$ cat src/rtl/seq_multiplier_param_pkg.sv
// Shared encodings for the iterative multiplier: FSM state values and operand mode.
// Latency: n/a (declarations only).
// Backpressure: n/a.
package mult_pkg;

    localparam logic [1:0] ST_IDLE = 2'b00;
    localparam logic [1:0] ST_EXEC = 2'b01;
    localparam logic [1:0] ST_DONE = 2'b10;

    typedef enum logic [1:0] {
        IDLE = ST_IDLE,
        EXEC = ST_EXEC,
        DONE = ST_DONE
    } state_t;

    localparam logic MODE_UNSIGNED = 1'b0;
    localparam logic MODE_SIGNED   = 1'b1;

endpackage

$ cat src/rtl/seq_multiplier_param_if.sv
// Command/result bundle of the iterative multiplier.
// Latency: n/a (wiring only).
// Backpressure: none; op_start is only accepted in IDLE/DONE, busy/op_done report state.
// Ports: op_start, op_clear, signed_mode, multiplicand, multiplier (master -> slave);
//        result, op_done, busy (slave -> master).
interface seq_multiplier_param_if #(
    parameter int WIDTH = 64
) ();
    logic                 op_start;
    logic                 op_clear;
    logic                 signed_mode;
    logic [WIDTH-1:0]     multiplicand;
    logic [WIDTH-1:0]     multiplier;
    logic [2*WIDTH-1:0]   result;
    logic                 op_done;
    logic                 busy;

    modport master (
        output op_start, op_clear, signed_mode, multiplicand, multiplier,
        input  result, op_done, busy
    );

    modport slave (
        input  op_start, op_clear, signed_mode, multiplicand, multiplier,
        output result, op_done, busy
    );
endinterface

$ cat src/rtl/seq_multiplier_param_step.sv
// One multiply iteration: conditional add/sub into the upper half, then shift right by one.
// Latency: combinational.
// Backpressure: none.
// Ports: acc/mcand/qm1/mode in; acc_nxt/qm1_nxt out. acc = {partial[WIDTH:0], multiplier bits[WIDTH-1:0]}.
module mult_step
    import mult_pkg::*;
#(
    parameter int WIDTH = 64
) (
    input  logic [2*WIDTH:0] acc,
    input  logic [WIDTH-1:0] mcand,
    input  logic             qm1,
    input  logic             mode,
    output logic [2*WIDTH:0] acc_nxt,
    output logic             qm1_nxt
);
    logic [WIDTH:0]   hi;
    logic [WIDTH:0]   mc_ext;
    logic [WIDTH:0]   hi_sum;
    logic [2*WIDTH:0] pre;

    always_comb begin
        hi     = acc[2*WIDTH:WIDTH];
        // The extra top bit keeps the partial product exact for both modes.
        mc_ext = (mode == MODE_SIGNED) ? {mcand[WIDTH-1], mcand} : {1'b0, mcand};
        hi_sum = hi;
        if (mode == MODE_UNSIGNED) begin
            if (acc[0]) begin
                hi_sum = hi + mc_ext;
            end
        end else begin
            // Booth recoding of {q0, q-1}.
            case ({acc[0], qm1})
                2'b01:   hi_sum = hi + mc_ext;
                2'b10:   hi_sum = hi - mc_ext;
                default: hi_sum = hi;
            endcase
        end
        pre     = {hi_sum, acc[WIDTH-1:0]};
        acc_nxt = (mode == MODE_SIGNED) ? {pre[2*WIDTH], pre[2*WIDTH:1]}
                                        : {1'b0, pre[2*WIDTH:1]};
        qm1_nxt = acc[0];
    end
endmodule

$ cat src/rtl/seq_multiplier_param.sv
// Iterative WIDTH x WIDTH multiplier, unsigned shift-add or signed Booth, one bit per clock.
// Latency: WIDTH busy cycles after the start edge, result/op_done valid on the following cycle.
// Backpressure: op_start ignored while busy; op_clear aborts from any state.
// Ports: clk, reset_n (async active-low), bus (slave side of seq_multiplier_param_if).
module seq_multiplier_param
    import mult_pkg::*;
#(
    parameter  int WIDTH = 64,
    localparam int CNT_W = $clog2(WIDTH + 1)
) (
    input  logic                   clk,
    input  logic                   reset_n,
    seq_multiplier_param_if.slave  bus
);
    state_t             state;
    state_t             state_nxt;
    logic [CNT_W-1:0]   cnt;
    logic [WIDTH-1:0]   mcand_q;
    logic               mode_q;
    logic [2*WIDTH:0]   acc;
    logic               qm1;
    logic [2*WIDTH-1:0] result_q;
    logic [2*WIDTH:0]   acc_step;
    logic               qm1_step;
    logic               last_iter;

    mult_step #(.WIDTH(WIDTH)) u_step (
        .acc     (acc),
        .mcand   (mcand_q),
        .qm1     (qm1),
        .mode    (mode_q),
        .acc_nxt (acc_step),
        .qm1_nxt (qm1_step)
    );

    assign last_iter = (cnt == CNT_W'(WIDTH - 1));

    always_comb begin
        state_nxt = state;
        case (state)
            IDLE:    if (bus.op_start) state_nxt = EXEC;
            EXEC:    if (last_iter)    state_nxt = DONE;
            DONE:    if (bus.op_start) state_nxt = EXEC;
            default: state_nxt = IDLE;
        endcase
        if (bus.op_clear) begin
            state_nxt = IDLE;
        end
    end

    always_ff @(posedge clk or negedge reset_n) begin
        if (!reset_n) begin
            state <= IDLE;
        end else begin
            state <= state_nxt;
        end
    end

    always_ff @(posedge clk or negedge reset_n) begin
        if (!reset_n) begin
            cnt      <= '0;
            mcand_q  <= '0;
            mode_q   <= MODE_UNSIGNED;
            acc      <= '0;
            qm1      <= 1'b0;
            result_q <= '0;
        end else if (bus.op_clear) begin
            cnt      <= '0;
            acc      <= '0;
            qm1      <= 1'b0;
            result_q <= '0;
        end else begin
            case (state)
                IDLE, DONE: begin
                    if (bus.op_start) begin
                        mcand_q <= bus.multiplicand;
                        mode_q  <= bus.signed_mode;
                        // Partial-product half starts cleared; the low half carries
                        // the multiplier bits that are consumed one per shift.
                        acc     <= {{(WIDTH + 1){1'b0}}, bus.multiplier};
                        qm1     <= 1'b0;
                        cnt     <= '0;
                    end
                end
                EXEC: begin
                    acc <= acc_step;
                    qm1 <= qm1_step;
                    cnt <= cnt + CNT_W'(1);
                    if (last_iter) begin
                        result_q <= acc_step[2*WIDTH-1:0];
                    end
                end
                default: ;
            endcase
        end
    end

    assign bus.result  = result_q;
    assign bus.op_done = (state == DONE);
    assign bus.busy    = (state == EXEC);
endmodule

$ cat src/flat_wrapper.sv
// flat-port wrapper written by rule: the top's interface ports become plain ports
module seq_multiplier_param_flat import mult_pkg::*;
#(
    parameter  int WIDTH = 64,
    localparam int CNT_W = $clog2(WIDTH + 1)
)
  (clk, reset_n, bus_op_start, bus_op_clear, bus_signed_mode, bus_multiplicand, bus_multiplier, bus_result, bus_op_done, bus_busy);
  seq_multiplier_param_if #(.WIDTH(WIDTH)) bus_i ();
  input  logic clk;
  input  logic reset_n;
  input wire logic [$bits(bus_i.op_start)-1:0] bus_op_start;
  input wire logic [$bits(bus_i.op_clear)-1:0] bus_op_clear;
  input wire logic [$bits(bus_i.signed_mode)-1:0] bus_signed_mode;
  input wire logic [$bits(bus_i.multiplicand)-1:0] bus_multiplicand;
  input wire logic [$bits(bus_i.multiplier)-1:0] bus_multiplier;
  output wire logic [$bits(bus_i.result)-1:0] bus_result;
  output wire logic [$bits(bus_i.op_done)-1:0] bus_op_done;
  output wire logic [$bits(bus_i.busy)-1:0] bus_busy;
  assign bus_i.op_start = bus_op_start;
  assign bus_i.op_clear = bus_op_clear;
  assign bus_i.signed_mode = bus_signed_mode;
  assign bus_i.multiplicand = bus_multiplicand;
  assign bus_i.multiplier = bus_multiplier;
  assign bus_result = bus_i.result;
  assign bus_op_done = bus_i.op_done;
  assign bus_busy = bus_i.busy;
  seq_multiplier_param #(.WIDTH(WIDTH)) u_core (.clk(clk), .reset_n(reset_n), .bus(bus_i));
endmodule
$ cat config.mk
export PLATFORM = sky130hd
export DESIGN_NAME = seq_multiplier_param_flat
export DESIGN_NICKNAME = d
export VERILOG_FILES = /design/src/rtl/seq_multiplier_param_pkg.sv /design/src/rtl/seq_multiplier_param_if.sv /design/src/rtl/seq_multiplier_param_step.sv /design/src/rtl/seq_multiplier_param.sv /design/src/flat_wrapper.sv
export SDC_FILE = /design/constraint.sdc
export NUM_CORES = 1
export LEC_CHECK = 0
export ABC_CLOCK_PERIOD_IN_PS = 3600
export CORE_MARGIN = 2
export CORE_UTILIZATION = 50
export DETAILED_ROUTE_END_ITERATION = 10
export PLACE_DENSITY = 0.75
export SLEW_MARGIN = 40
export SYNTH_ARGS = -nofsm -noshare
export SYNTH_HDL_FRONTEND = slang
export SYNTH_SLANG_ARGS = --single-unit
$ cat constraint.sdc
create_clock -name clk -period 3.6 [get_ports clk]
set_input_delay 0.72 -clock clk [delete_from_list [all_inputs] [get_ports clk]]
set_output_delay 0.72 -clock clk [all_outputs]
set_load 0.005 [all_outputs]
==> results.json, run 1 <==
{
  "p_comb_share_pct": 42.9,
  "drtAntennaViolNets": 0,
  "grt_pass1_vias": 25980,
  "status": "finished, violations left",
  "portBuffers": 262,
  "ys.flop_type": "dfrtp_1",
  "ys_types": 87,
  "clk_latency_ps": 590,
  "seq_power_share_pct": 29.2,
  "synthArstFlopShare_pct": 100.0,
  "synth_area_um2": 22980,
  "wl_met3_mm": 9.283,
  "vias_per_cell": 6.425,
  "routedWlPerCell_um": 25.65,
  "antenna_found_initial": 3,
  "area_growth_pct": 38.41,
  "wl_met2_mm": 47.06,
  "synth-simple-area-share_pct": 15.32,
  "grt.total_usage_pct": 42.53,
  "drc_errors": 0,
  "syn-num-nets": 3043,
  "p_sw_mw": 5.622,
  "clock_path_buffers": 3,
  "die_w_um": 218.4,
  "die_height_um": 218.4,
  "hold_class": "input port to async pin",
  "nets": 3681,
  "end_kind": "flop",
  "grt_overflow": 0,
  "fin_worst_skew_ps": 25.97,
  "worst-path-max-fanout": 7,
  "cts_tree": "built",
  "drtPass1Iterations": 7,
  "clockPowerShare_pct": 27.8,
  "arrival_ps": 4200,
  "cts_htree_levels": 2,
  "setup_slack_ps": -154.9,
  "ios": 263,
  "whs_ps": 139.1,
  "cp.required_ps": 4050,
  "violations": "setup timing",
  "p_per_area_nw_per_um2": 456.4,
  "synth_compound_area_share_pct": 30.33,
  "drtIter0Drc": 3171,
  "synth_warnings": 0,
  "routabilityCongestion": 1.068,
  "yosys_register_bits": 332,
  "start_kind": "flop",
  "grt_pass1_wl_mm": 154.8,
  "p_leak_nw": 14.37,
  "hold_buffers": 0,
  "vias": 25960,
  "final_max_slew_viol_count": 0,
  "intPower_mw": 8.895,
  "wirelength_met1_mm": 41.66,
  "fin_crit_ps": 3755,
  "timing.slew.headroom_pct": 33.09,
  "seq_area_frac_synth_pct": 36.15,
  "synth_xor_area_share_pct": 4.116,
  "root_buffer": "clkbuf_16",
  "cts_made_buffers": 38,
  "fmax_mhz": 266.3,
  "switching_share_pct": 38.73,
  "setup_viol": 14,
  "start_util_pct": 50.65,
  "drive_gt1_share_pct": 21.90,
  "clk_pin_slew_worst_paths_ps": 60,
  "hold_viol_final": 0,
  "rsz0062_at_grt": "yes",
  "synth_fa_ha_area_share_pct": 7.306,
  "core_um2": 45380,
  "hpwlAfterDp_mm": 76.20,
  "synth_edf_count": 0,
  "row_count": 78,
  "top_layer_used": "met5",
  "period_share_pct": 104.3,
  "tightestPinTransition_ps": 1003,
  "synth_top_family_by_area": "compound AO/OA/AOI/OAI gates",
  "ir_worst_vdd_uv": 427.8,
  "synth_cells": 2777,
  "clock-sinks": 332,
  "avgSynthCellArea_um2": 8.276,
  "grt_max_degree": 130,
  "max_cap_violations": 0,
  "path_class": "flop to flop",
  "wl_mm": 103.6,
  "dieArea_um2": 47700,
  "power_mw": 14.52,
  "synthMuxAreaShare_pct": 1.121
}
[kinds of logic after synthesis]
logic type	Yosys count
xor gates and xnor gates	108
muxes	25
DFF	332
buffers and inverters	339
adders and majority gates	133
and+or+nand+nor	788
AOI/OAI and AO/OA	1052
[layout make-up]
class	instances	area [um^2]
timing repair buffer	782	6658
multi-input combinational	2106	14250
fill	3589	13570
inverter	155	581.8
sequential	332	8312
clock inverter	11	160.2
tap	600	750.7
antenna	2	5.005
clock buffer	52	1095
[cell usage after synthesis (36+ instances only)]
cell type,number,share of area [%]
a21o_1,36,1.2
a21oi_1,198,4.3
a22o_1,95,3.6
a22oi_1,73,2.4
a31oi_1,37,1.0
clkbuf_1,149,2.4
dfrtp_1,332,36
ha_1,131,7.1
inv_1,143,2.3
nand2_1,360,5.9
nand4_1,44,1.2
nor2_1,186,3.0
nor4_1,43,1.2
o21ai_0,288,6.3
o21bai_1,43,1.4
o31ai_1,47,1.5
xnor2_1,103,3.9
[sequential cells by signal (all words and copies together) (netlist names)]
| register | cells |
|---|---|
| u_core.state | 2 |
| u_core.cnt | 7 |
| u_core.qm1 | 1 |
| u_core.acc | 129 |
| u_core.mcand_q | 64 |
| u_core.mode_q | 1 |
| u_core.bus.result | 128 |
[metal layers]
layer,GRT usage (%),vias to the layer above
met5,0,-
met4,19.09,2
met3,8.114,376
met2,68.11,1517
met1,55.81,12680
li1,-,11380
[cells in the final DEF, fill, tap and decap left out, drive strengths merged, types with 7 or more instances in the layout]
| master | count |
|---|---|
| a21boi | 12 |
| o21bai | 43 |
| nor3 | 35 |
| o31ai | 48 |
| a211oi | 31 |
| xnor2 | 103 |
| mux2i | 19 |
| clkinv | 14 |
| o221ai | 16 |
| nand4 | 44 |
| a31oi | 37 |
| clkdlybuf4s50 | 260 |
| nand2b | 26 |
| nor4 | 43 |
| a221o | 10 |
| nand2 | 360 |
| a21oi | 198 |
| a2111oi | 10 |
| dfrtp | 332 |
| nor2b | 15 |
| o21a | 16 |
| a22o | 95 |
| o22ai | 19 |
| a21o | 36 |
| o211ai | 30 |
| o21ai | 294 |
| or2 | 8 |
| ha | 131 |
| clkbuf | 52 |
| a221oi | 18 |
| inv | 149 |
| nand3 | 33 |
| a22oi | 73 |
| and3 | 8 |
| buf | 522 |
| or3 | 12 |
| a2bb2oi | 7 |
| nor2 | 186 |
[stage by stage]
| stage | utilization (%) | cells | setup TNS, ps | cell area [um^2] | setup WS [ps] |
|---|---|---|---|---|---|
| global route | 70.09 | 4039 | -4132 | 31810 | -276.1 |
| floorplan | - | 2777 | 0 | 22980 | 240.0 |
| CTS | 68.59 | 4029 | -368.5 | 31130 | -92.88 |
| detailed placement | 65.12 | 3955 | -8404 | 29550 | -455.8 |
| global placement | 65.12 | 3955 | -7823 | 29550 | -497.7 |
| finish | 70.10 | 4040 | -1181 | 31810 | -154.9 |
[path summary, 6_finish.rpt]
check,from,to,slack [ps],depth (start not counted)
min in group clk,bus_op_clear,u_core.state[1]$_DFFE_PN0P_,480,2
min reg2reg,u_core.bus.result[89]$_DFFE_PN0P_,u_core.bus.result[89]$_DFFE_PN0P_,490,2
max,u_core.acc[92]$_DFFE_PN0P_,u_core.bus.result[122]$_DFFE_PN0P_,-150,12
max reg2reg,u_core.acc[92]$_DFFE_PN0P_,u_core.bus.result[122]$_DFFE_PN0P_,-150,12
max in group asynchronous,reset_n,u_core.acc[7]$_DFFE_PN0P_,2630,2
min,reset_n,u_core.mcand_q[21]$_DFFE_PN0P_,140,1
[repair_timing]
| action | CTS | global route |
|---|---|---|
| setup buffers | 12 | 11 |
| gates resized for setup | 62 | 136 |
| pin swaps | 27 | 49 |
| setup endpoints to repair | 56 | 77 |
| gates cloned | 0 | 0 |
| hold endpoints to repair | 0 | 0 |
[worst max-delay path: stages, from the launching register on]
cell      delay (ps)
dfrtp_1          410
ha_1             440
nor4_2           350
nand2_1          230
or4b_4           590
a21oi_4          150
nor3_4            90
buf_6            150
o41ai_4          450
xnor2_1          200
o221ai_1         140
a21o_1           230
a22o_1           180
[power by group through the flow]
stage	Combinational [mW]	Clock [mW]	Sequential (mW)
after floorplan	3.00	0	4.23
after global placement	5.60	0	4.27
after detailed placement	5.67	0	4.28
after CTS	5.81	4.07	4.22
after global routing	6.62	4.22	4.27
final	6.23	4.04	4.24
(Power assumes the default switching activity.)
==> inputs of run 2 (changes only) <==
ABC_CLOCK_PERIOD_IN_PS = 3400   (was 3600)
CTS_CLUSTER_SIZE = 24   (was unset)
clock period = 3.4 ns   (was 3.6 ns; I/O delays follow)
==> run 2 against run 1 <==
- the run ends with hold timing, setup timing left
- cell count increased by 4.1%
- wire length rose by 1.7%
- largest cell class unchanged
- clock skew fell by 4.0 ps
==> results.json, run 2 (synthesized netlist as in run 1, its figures left out) <==
{
  "status": "finished, violations left",
  "violations": "hold timing, setup timing",
  "place_inst": 4078,
  "path_class": "flop to flop",
  "hold_viol_final": 2,
  "grt_max_degree": 94,
  "r2r_cells": 16,
  "antenna_found_initial": 2,
  "fin_worst_skew_ps": 21.98,
  "utilization_pct": 75.32,
  "whs_ps": -2.083,
  "die_w_um": 218.4,
  "crit_buf_inv": 3,
  "fin_crit_ps": 3684,
  "wl_mm": 105.4,
  "timing.slew.headroom_pct": 42.12,
  "hpwlAfterDp_mm": 76.90,
  "drtIter0Drc": 3217,
  "cp.required_ps": 3850,
  "row_count": 78,
  "cpPeakStageDelay_ps": 400,
  "cts_tree": "built",
  "die_height_um": 218.4,
  "cp_slowest_cell": "dfrtp_1",
  "start_kind": "flop",
  "worst-path-max-fanout": 3,
  "final_max_slew_viol_count": 0,
  "area_growth_pct": 48.73,
  "ios": 263,
  "regMostFlops": "u_core.acc",
  "clock-sinks": 332,
  "clk_pin_slew_worst_paths_ps": 60,
  "setup_viol": 61,
  "p_leak_nw": 15.44,
  "final_cell_mix": "buf_4 (642), nand2_1 (357), dfrtp_1 (329)",
  "clk_latency_ps": 570,
  "max_cap_violations": 0,
  "hold_buffers": 0,
  "vias_per_cell": 6.382,
  "routedWlPerCell_um": 25.07,
  "drtAntennaViolNets": 0,
  "drive_gt1_share_pct": 29.11,
  "ir_worst_vdd_uv": 421.5,
  "grt.total_usage_pct": 42.69,
  "nets": 3840,
  "clock_path_buffers": 3,
  "start_util_pct": 50.65,
  "crit_chain": "inv_2 -> ha_4 -> inv_4 -> fa_2 -> a21oi_4 -> o211ai_1 -> a31oi_2 -> a211o_1 -> a2111oi_4 -> buf_4 -> o211ai_1 -> o311a_1 -> xnor2_2 -> a221oi_2 -> a211oi_2 -> a22o_1",
  "vias": 26840,
  "fmax_mhz": 271.4,
  "end_kind": "flop",
  "dieArea_um2": 47700,
  "critPathTopFamily": "compound AO/OA/AOI/OAI gates",
  "largest_register_ff_count": 129,
  "tightestPinTransition_ps": 868.2,
  "layout.cells.non_filler": 4205,
  "arrival_ps": 4140,
  "period_share_pct": 108.4,
  "cts_htree_levels": 2,
  "root_buffer": "clkbuf_16",
  "grt_pass1_vias": 26580,
  "drc_errors": 0,
  "path_common_cell": "o211ai_1",
  "cts_made_buffers": 37,
  "p_per_area_nw_per_um2": 475.6,
  "grt_pass1_wl_mm": 156.4,
  "fillers": 3289,
  "core_um2": 45380,
  "drtPass1Iterations": 6,
  "setup_slack_ps": -284.0,
  "hold_class": "input port to async pin",
  "portBuffers": 262,
  "crit_cells": 16,
  "final_common_cell": "buf_4",
  "grt_overflow": 0,
  "routabilityCongestion": 1.070,
  "rsz0062_at_grt": "yes"
}
## run 2: timing repair
item | in CTS | in global routing
setup endpoints to repair | 87 | 102
buffers inserted | 28 | 46
cloned | 0 | 0
gates resized for setup | 157 | 259
pin swaps | 61 | 125
## run 2: worst paths after layout
| kind | from | end | slack, ps |
|---|---|---|---|
| max | u_core.acc[64]$_DFFE_PN0P_ | u_core.bus.result[127]$_DFFE_PN0P_ | -280 |
| min | reset_n | u_core.acc[84]$_DFFE_PN0P_ | -2 |
| max reg2reg | u_core.acc[64]$_DFFE_PN0P_ | u_core.bus.result[127]$_DFFE_PN0P_ | -280 |
| min reg2reg | u_core.bus.result[101]$_DFFE_PN0P_ | u_core.bus.result[101]$_DFFE_PN0P_ | 480 |
| max in group asynchronous | reset_n | u_core.acc[65]$_DFFE_PN0P_ | 2410 |
| min in group clk | bus_op_clear | u_core.state[0]$_DFFE_PN0P_ | 450 |
## run 2: layout make-up
type	count	area, um^2	area share [%]
Timing Repair Buffer	942	8021	23.47
Multi-Input combinational cell	2106	15210	44.49
Antenna cell	2	5.005	0.01464
Sequential cell	332	8312	24.32
Clock inverter	17	231.5	0.6772
Clock buffer	51	1069	3.126
Tap cell	600	750.7	2.196
Inverter	155	584.3	1.709
## run 2: worst register-to-register path: stages, from the launching register on
cell and delay (ps):
dfrtp_1 400, inv_2 70, ha_4 170, inv_4 60
fa_2 230, a21oi_4 70, o211ai_1 260, a31oi_2 180
a211o_1 380, a2111oi_4 320, buf_4 170, o211ai_1 120
o311a_1 340, xnor2_2 150, a221oi_2 360, a211oi_2 100
a22o_1 190
## run 2: per-layer routing
layer  track usage (%)  vias to the layer above  wire length (um)
met5                 0                        -                13
met4             22.45                        2              5889
met3             8.170                      376             10080
met2             67.20                     1589             47880
met1             55.69                    13150             41560
li1                  -                    11720                 -
## run 2: through the flow
stage	instance area (um^2)	setup WS [ps]	hold slack, ps	setup TNS (ps)	power, mW
6_report	34180	-284.0	-2.083	-7944	16.26
5_1_grt	34180	-416.1	15.26	-16550	16.89
4_1_cts	32670	-234.5	187.1	-2701	15.47
3_5_place_dp	30530	-596.4	469.7	-21950	10.86
3_3_place_gp	30520	-554.3	451.2	-17130	10.77
2_1_floorplan	22980	40.04	384.4	0	7.658
## run 2: where the power goes
group | switching, mW | internal [mW]
clock | 1.78 | 2.53
sequential | 0.256 | 4.24
combinational | 4.23 | 3.22
total | 6.27 | 9.99
